$ cat src/rtl/rv_wb_regfile_scoreboard_if.sv
// Bundles the writeback, load-issue and ID-operand signals of the register file / load scoreboard.
interface rv_wb_regfile_scoreboard_if #(
  parameter int unsigned XLEN            = 32,
  parameter int unsigned NUM_REGS        = 32,
  parameter int unsigned MAX_OUTSTANDING = 4
);
  localparam int unsigned IDX_W = $clog2(NUM_REGS);
  localparam int unsigned CNT_W = $clog2(MAX_OUTSTANDING + 1);

  logic             wb_valid_i;
  logic [IDX_W-1:0] wb_rd_index_i;
  logic [XLEN-1:0]  wb_value_i;
  logic             wb_is_load_i;
  logic             issue_load_i;
  logic [IDX_W-1:0] issue_rd_index_i;
  logic             issue_ready_o;
  logic             id_valid_i;
  logic [IDX_W-1:0] id_ra_index_i;
  logic [IDX_W-1:0] id_rb_index_i;
  logic [XLEN-1:0]  id_ra_value_o;
  logic [XLEN-1:0]  id_rb_value_o;
  logic             stall_o;
  logic [CNT_W-1:0] outstanding_o;
  logic             sb_error_o;

  modport master (
    output wb_valid_i, wb_rd_index_i, wb_value_i, wb_is_load_i,
    output issue_load_i, issue_rd_index_i,
    output id_valid_i, id_ra_index_i, id_rb_index_i,
    input  issue_ready_o, id_ra_value_o, id_rb_value_o, stall_o, outstanding_o, sb_error_o
  );

  modport slave (
    input  wb_valid_i, wb_rd_index_i, wb_value_i, wb_is_load_i,
    input  issue_load_i, issue_rd_index_i,
    input  id_valid_i, id_ra_index_i, id_rb_index_i,
    output issue_ready_o, id_ra_value_o, id_rb_value_o, stall_o, outstanding_o, sb_error_o
  );
endinterface

$ cat src/rtl/rv_wb_regfile_scoreboard.sv
// Architectural GPR file with WB write-through to the ID read ports, plus a per-register
// outstanding-load scoreboard that raises the ID stall and flags protocol violations.
module rv_wb_regfile_scoreboard #(
  parameter int unsigned XLEN            = 32,
  parameter int unsigned NUM_REGS        = 32,
  parameter int unsigned MAX_OUTSTANDING = 4
) (
  input logic                        clk_i,
  input logic                        reset_i,
  rv_wb_regfile_scoreboard_if.slave  bus
);
  localparam int unsigned IDX_W = $clog2(NUM_REGS);
  localparam int unsigned CNT_W = $clog2(MAX_OUTSTANDING + 1);

  logic [XLEN-1:0]     regs_q [NUM_REGS];
  logic [XLEN-1:0]     regs_d [NUM_REGS];
  logic [NUM_REGS-1:0] pending_q, pending_d;
  logic [CNT_W-1:0]    count_q, count_d;
  logic                sb_error_q, sb_error_d;

  logic issue_ready;
  logic retire;
  logic retire_ok;
  logic issue_acc;
  logic haz_a, haz_b;

  // Issue gating uses the registered count only, so a same-cycle retire never frees a slot early.
  always_comb begin
    issue_ready = (count_q < CNT_W'(MAX_OUTSTANDING));
    retire      = bus.wb_valid_i && bus.wb_is_load_i;
    retire_ok   = retire && (count_q != '0) &&
                  ((bus.wb_rd_index_i == '0) || pending_q[bus.wb_rd_index_i]);
    issue_acc   = bus.issue_load_i && issue_ready;
  end

  always_comb begin
    regs_d     = regs_q;
    pending_d  = pending_q;
    count_d    = count_q;
    sb_error_d = sb_error_q;

    if (bus.wb_valid_i && (bus.wb_rd_index_i != '0)) begin
      regs_d[bus.wb_rd_index_i] = bus.wb_value_i;
    end

    // Clear before set so a same-register issue in the retire cycle keeps the bit.
    if (retire_ok) begin
      pending_d[bus.wb_rd_index_i] = 1'b0;
    end
    if (issue_acc && (bus.issue_rd_index_i != '0)) begin
      pending_d[bus.issue_rd_index_i] = 1'b1;
    end
    pending_d[0] = 1'b0;

    count_d = count_q + CNT_W'(issue_acc) - CNT_W'(retire_ok);

    if ((retire && !retire_ok) || (bus.issue_load_i && !issue_ready)) begin
      sb_error_d = 1'b1;
    end

    if (reset_i) begin
      regs_d     = '{default: '0};
      pending_d  = '0;
      count_d    = '0;
      sb_error_d = 1'b0;
    end
  end

  always_ff @(posedge clk_i) begin
    regs_q     <= regs_d;
    pending_q  <= pending_d;
    count_q    <= count_d;
    sb_error_q <= sb_error_d;
  end

  function automatic logic [XLEN-1:0] read_port(input logic [IDX_W-1:0] idx);
    if (idx == '0) begin
      return '0;
    end
    if (bus.wb_valid_i && (bus.wb_rd_index_i == idx)) begin
      return bus.wb_value_i;
    end
    return regs_q[idx];
  endfunction

  // A retiring load's data is forwarded this cycle, so its register stops causing a stall now.
  function automatic logic hazard(input logic [IDX_W-1:0] idx);
    return (idx != '0) && pending_q[idx] &&
           !(retire && (bus.wb_rd_index_i == idx));
  endfunction

  always_comb begin
    haz_a             = hazard(bus.id_ra_index_i);
    haz_b             = hazard(bus.id_rb_index_i);
    bus.id_ra_value_o = read_port(bus.id_ra_index_i);
    bus.id_rb_value_o = read_port(bus.id_rb_index_i);
    bus.stall_o       = bus.id_valid_i && (haz_a || haz_b);
    bus.issue_ready_o = issue_ready;
    bus.outstanding_o = count_q;
    bus.sb_error_o    = sb_error_q;
  end
endmodule
$ cat src/flat_wrapper.sv
// flat-port wrapper written by rule: the top's interface ports become plain ports
module rv_wb_regfile_scoreboard_flat 
#(
  parameter int unsigned XLEN            = 32,
  parameter int unsigned NUM_REGS        = 32,
  parameter int unsigned MAX_OUTSTANDING = 4
)
  (clk_i, reset_i, bus_wb_valid_i, bus_wb_rd_index_i, bus_wb_value_i, bus_wb_is_load_i, bus_issue_load_i, bus_issue_rd_index_i, bus_id_valid_i, bus_id_ra_index_i, bus_id_rb_index_i, bus_issue_ready_o, bus_id_ra_value_o, bus_id_rb_value_o, bus_stall_o, bus_outstanding_o, bus_sb_error_o);
  rv_wb_regfile_scoreboard_if #(.XLEN(XLEN), .NUM_REGS(NUM_REGS), .MAX_OUTSTANDING(MAX_OUTSTANDING)) bus_i ();
  input logic clk_i;
  input logic reset_i;
  input wire logic [$bits(bus_i.wb_valid_i)-1:0] bus_wb_valid_i;
  input wire logic [$bits(bus_i.wb_rd_index_i)-1:0] bus_wb_rd_index_i;
  input wire logic [$bits(bus_i.wb_value_i)-1:0] bus_wb_value_i;
  input wire logic [$bits(bus_i.wb_is_load_i)-1:0] bus_wb_is_load_i;
  input wire logic [$bits(bus_i.issue_load_i)-1:0] bus_issue_load_i;
  input wire logic [$bits(bus_i.issue_rd_index_i)-1:0] bus_issue_rd_index_i;
  input wire logic [$bits(bus_i.id_valid_i)-1:0] bus_id_valid_i;
  input wire logic [$bits(bus_i.id_ra_index_i)-1:0] bus_id_ra_index_i;
  input wire logic [$bits(bus_i.id_rb_index_i)-1:0] bus_id_rb_index_i;
  output wire logic [$bits(bus_i.issue_ready_o)-1:0] bus_issue_ready_o;
  output wire logic [$bits(bus_i.id_ra_value_o)-1:0] bus_id_ra_value_o;
  output wire logic [$bits(bus_i.id_rb_value_o)-1:0] bus_id_rb_value_o;
  output wire logic [$bits(bus_i.stall_o)-1:0] bus_stall_o;
  output wire logic [$bits(bus_i.outstanding_o)-1:0] bus_outstanding_o;
  output wire logic [$bits(bus_i.sb_error_o)-1:0] bus_sb_error_o;
  assign bus_i.wb_valid_i = bus_wb_valid_i;
  assign bus_i.wb_rd_index_i = bus_wb_rd_index_i;
  assign bus_i.wb_value_i = bus_wb_value_i;
  assign bus_i.wb_is_load_i = bus_wb_is_load_i;
  assign bus_i.issue_load_i = bus_issue_load_i;
  assign bus_i.issue_rd_index_i = bus_issue_rd_index_i;
  assign bus_i.id_valid_i = bus_id_valid_i;
  assign bus_i.id_ra_index_i = bus_id_ra_index_i;
  assign bus_i.id_rb_index_i = bus_id_rb_index_i;
  assign bus_issue_ready_o = bus_i.issue_ready_o;
  assign bus_id_ra_value_o = bus_i.id_ra_value_o;
  assign bus_id_rb_value_o = bus_i.id_rb_value_o;
  assign bus_stall_o = bus_i.stall_o;
  assign bus_outstanding_o = bus_i.outstanding_o;
  assign bus_sb_error_o = bus_i.sb_error_o;
  rv_wb_regfile_scoreboard #(.XLEN(XLEN), .NUM_REGS(NUM_REGS), .MAX_OUTSTANDING(MAX_OUTSTANDING)) u_core (.clk_i(clk_i), .reset_i(reset_i), .bus(bus_i));
endmodule
$ cat config.mk
export PLATFORM = sky130hd
export DESIGN_NAME = rv_wb_regfile_scoreboard_flat
export DESIGN_NICKNAME = d
export VERILOG_FILES = /design/src/rtl/rv_wb_regfile_scoreboard_if.sv /design/src/rtl/rv_wb_regfile_scoreboard.sv /design/src/flat_wrapper.sv
export SDC_FILE = /design/constraint.sdc
export NUM_CORES = 2
export LEC_CHECK = 0
export CAP_MARGIN = 20
export CORE_UTILIZATION = 68
export CTS_CLUSTER_DIAMETER = 60
export DETAILED_ROUTE_END_ITERATION = 8
export GPL_ROUTABILITY_DRIVEN = 1
export GPL_TIMING_DRIVEN = 1
export MAX_ROUTING_LAYER = met4
export PLACE_DENSITY_LB_ADDON = 0.08
export SYNTH_ARGS = -nofsm -noshare
export SYNTH_HDL_FRONTEND = slang
export SYNTH_SLANG_ARGS = --single-unit
$ cat constraint.sdc
create_clock -name clk_i -period 7.95 [get_ports clk_i]
set_input_delay 1.59 -clock clk_i [delete_from_list [all_inputs] [get_ports clk_i]]
set_output_delay 1.59 -clock clk_i [all_outputs]
set_load 0.01 [all_outputs]
==> flow_summary.ini <==
[sta]
fin_crit_sh = 0.908
fmax_ghz = 0.139
slew_viol_final = 0
finalSetupViolCount = 0
grt_setup_unrepaired = no
max_slew_margin = 0.126
hold_violations = 0
finalCriticalPeriod_ns = 7.22
finClkSkew_ns = 0.00804
finalSetupTns_ns = 0
tightest_slew_ns = 1.31

[worst_setup_path]
critical_path.max_fanout = 17
endpoint = bus_id_ra_value_o[12]
crit_type = input port to output port
rr_endpoint = u_core.bus.outstanding_o[2]
crit_path_end_kind = output port
cp.required_ns = 6.36
crit-reg2reg-launch = u_core.pending_q[23]
r2r_cells = 12
startpoint = bus_wb_rd_index_i[2]
r2r_slack_ns = 4.46
cp-start-kind = input port
cp.arrival_ns = 5.63

[grt]
grt_use_met2 = 0.697
antenna_found_initial = 7
grt_overflow = 0
grt_pass1_vias = 48852
gr-usage-met1 = 0.640
grt_busiest_layer = met2
grt_pass1_wl_um = 305000
track_usage = 0.513
grt_max_degree = 213
grtUsageMet3 = 0.189

[detailed_routing]
drt_first_iter_violations = 9312
drt-wirelength-per-cell_um = 29.3
dr.pass1.iters = 8
drc = 0
vias = 51699
finalWirelength_um = 207000
ant_nets = 0
vias_per_cell = 7.31

[synthesis]
ys_types = 69
avgSynthCellArea_um2 = 8.91
ys.flop_type = dfxtp_1
yosysSeqAreaShare = 0.385
ys_top_cells_by_area = dfxtp_1 (39%), mux4_2 (22%), nand2_1 (14%), a21oi_1 (9.6%), clkbuf_1 (3.2%)
ys_warn_count = 0
synth_top_cell_by_area = dfxtp_1
yosysTopAreaCellShare = 0.385
async_flop_share = 0
synth-edff-count = 0
synthesis.nets = 6239
synthesis.area_um2 = 55100
syn-instance-count = 6178
ys_seq_elements = 1059

[floorplanning]
dieArea_um2 = 82100
die_h_um = 287
rows = 103
ios = 128
start_util = 0.692
core_region_area_um2 = 79500
chipWidth_um = 287

[cells_and_area]
drive_above_1_share = 0.164
ff_latch_area_um2 = 21200
area_delta_synth_final_pct = 9.87
final_cell_area_um2 = 60500
fill_cells = 5533
multi_input_area_um2 = 31300
final_cell_mix = nand2_1 (2078), a21oi_1 (1059), dfxtp_1 (1059)
fin_nets = 5980
final_common_cell = nand2_1

[power]
leakagePower_nw = 19.5
cellPowerDensity_nw_per_um2 = 199
irDropWorstVdd_mv = 0.176

[job]
cap_viol_max_count = 0

[clock_tree]
path_clk_slew_ns = 0.06
clock_latency_ns = 0.70
cts.sinks = 1059
hold_buffers = 0
cts_resized = 0
htreeDepth = 3
root_buffer = clkbuf_16
cts_setup_buffers = 0
cts_buffers = 108
clockBufferDepth = 3
cts_tree = done

[place]
dp_hpwl_um = 119000
port_buffers = 127
placed_area_um2 = 56500
gp_congestion = 0.972

[hold_path]
min_path_type = flip-flop to flip-flop

[status]
status = completed
[state kept, by name (all words and copies together), names as in the netlist]
name                      count
u_core.bus.outstanding_o      3
u_core.bus.sb_error_o         1
u_core.pending_q             31
u_core.regs_q              1024
[metrics by stage]
step	setup WS [ns]	utilization	std cells	hold WS, ns	power [mW]
floorplan	2.84	-	6178	0.443	6.19
global placement	1.20	0.711	6852	0.448	6.57
detailed placement	1.19	0.711	6854	0.457	6.59
CTS	1.18	0.759	7058	0.466	11.9
global route	0.799	0.761	7069	0.482	12.2
finish	0.735	0.761	7069	0.465	12.0
[metal layers]
metal	up-vias	wire (um)	part of all wire
met5	-	0	0
met4	0	15300	0.074
met3	1209	36300	0.18
met2	4912	86000	0.42
met1	24415	69400	0.34
li1	21163	-	-
[cells in the mapped netlist, drive strengths merged, types with 14 or more instances]
library cell / n
inv: 23
nor2b: 85
and3: 15
a21oi: 1062
buf: 197
clkbuf: 464
nand2b: 19
a211oi: 81
a221o: 55
nand3: 14
nor2: 62
mux2i: 157
o21ai: 47
nand2: 2108
a221oi: 37
dfxtp: 1059
mux4: 536
[kinds of logic after synthesis]
group           share of synthesized area
xor+xnor                          0.00191
fa+ha+maj                        0.000818
buf+inv                            0.0533
compound gates                      0.141
simple gates                        0.169
mux                                 0.249
flops                               0.385
[worst max-delay path, stage by stage]
cell and delay (ns):
clkdlybuf4s50_1 0.91, xnor2_1 0.18, and3_1 0.23, nand3_1 0.45
nand3_1 0.66, o211ai_1 0.90, clkdlybuf4s50_1 0.68
[area by class of cell]
type / count / area share
Timing Repair Buffer: 292 / 0.0458
Sequential cell: 1059 / 0.351
Multi-Input combinational cell: 4434 / 0.517
Inverter: 24 / 0.00153
Antenna cell: 6 / 0.000248
Tap cell: 1050 / 0.0217
Clock inverter: 52 / 0.0107
Clock buffer: 152 / 0.0524
[how the worst min path moves through the flow]
stage                             from            endpoint  slack (ns)  cells after the start
floorplan           u_core.regs_q[112]  u_core.regs_q[112]        0.44                      2
global placement    u_core.regs_q[681]  u_core.regs_q[681]        0.45                      2
detailed placement  u_core.regs_q[948]  u_core.regs_q[948]        0.46                      2
CTS                 u_core.regs_q[937]  u_core.regs_q[937]        0.47                      2
global route          u_core.regs_q[0]    u_core.regs_q[0]        0.48                      2
finish              u_core.regs_q[948]  u_core.regs_q[948]        0.46                      2
[report_power, final]
part / switching [mW] / internal, mW
sequential: 0.0385 / 5.35
combinational: 0.767 / 0.373
clock: 2.28 / 3.23
total: 3.09 / 8.96
Note: power is estimated with default switching activity, not from simulation.
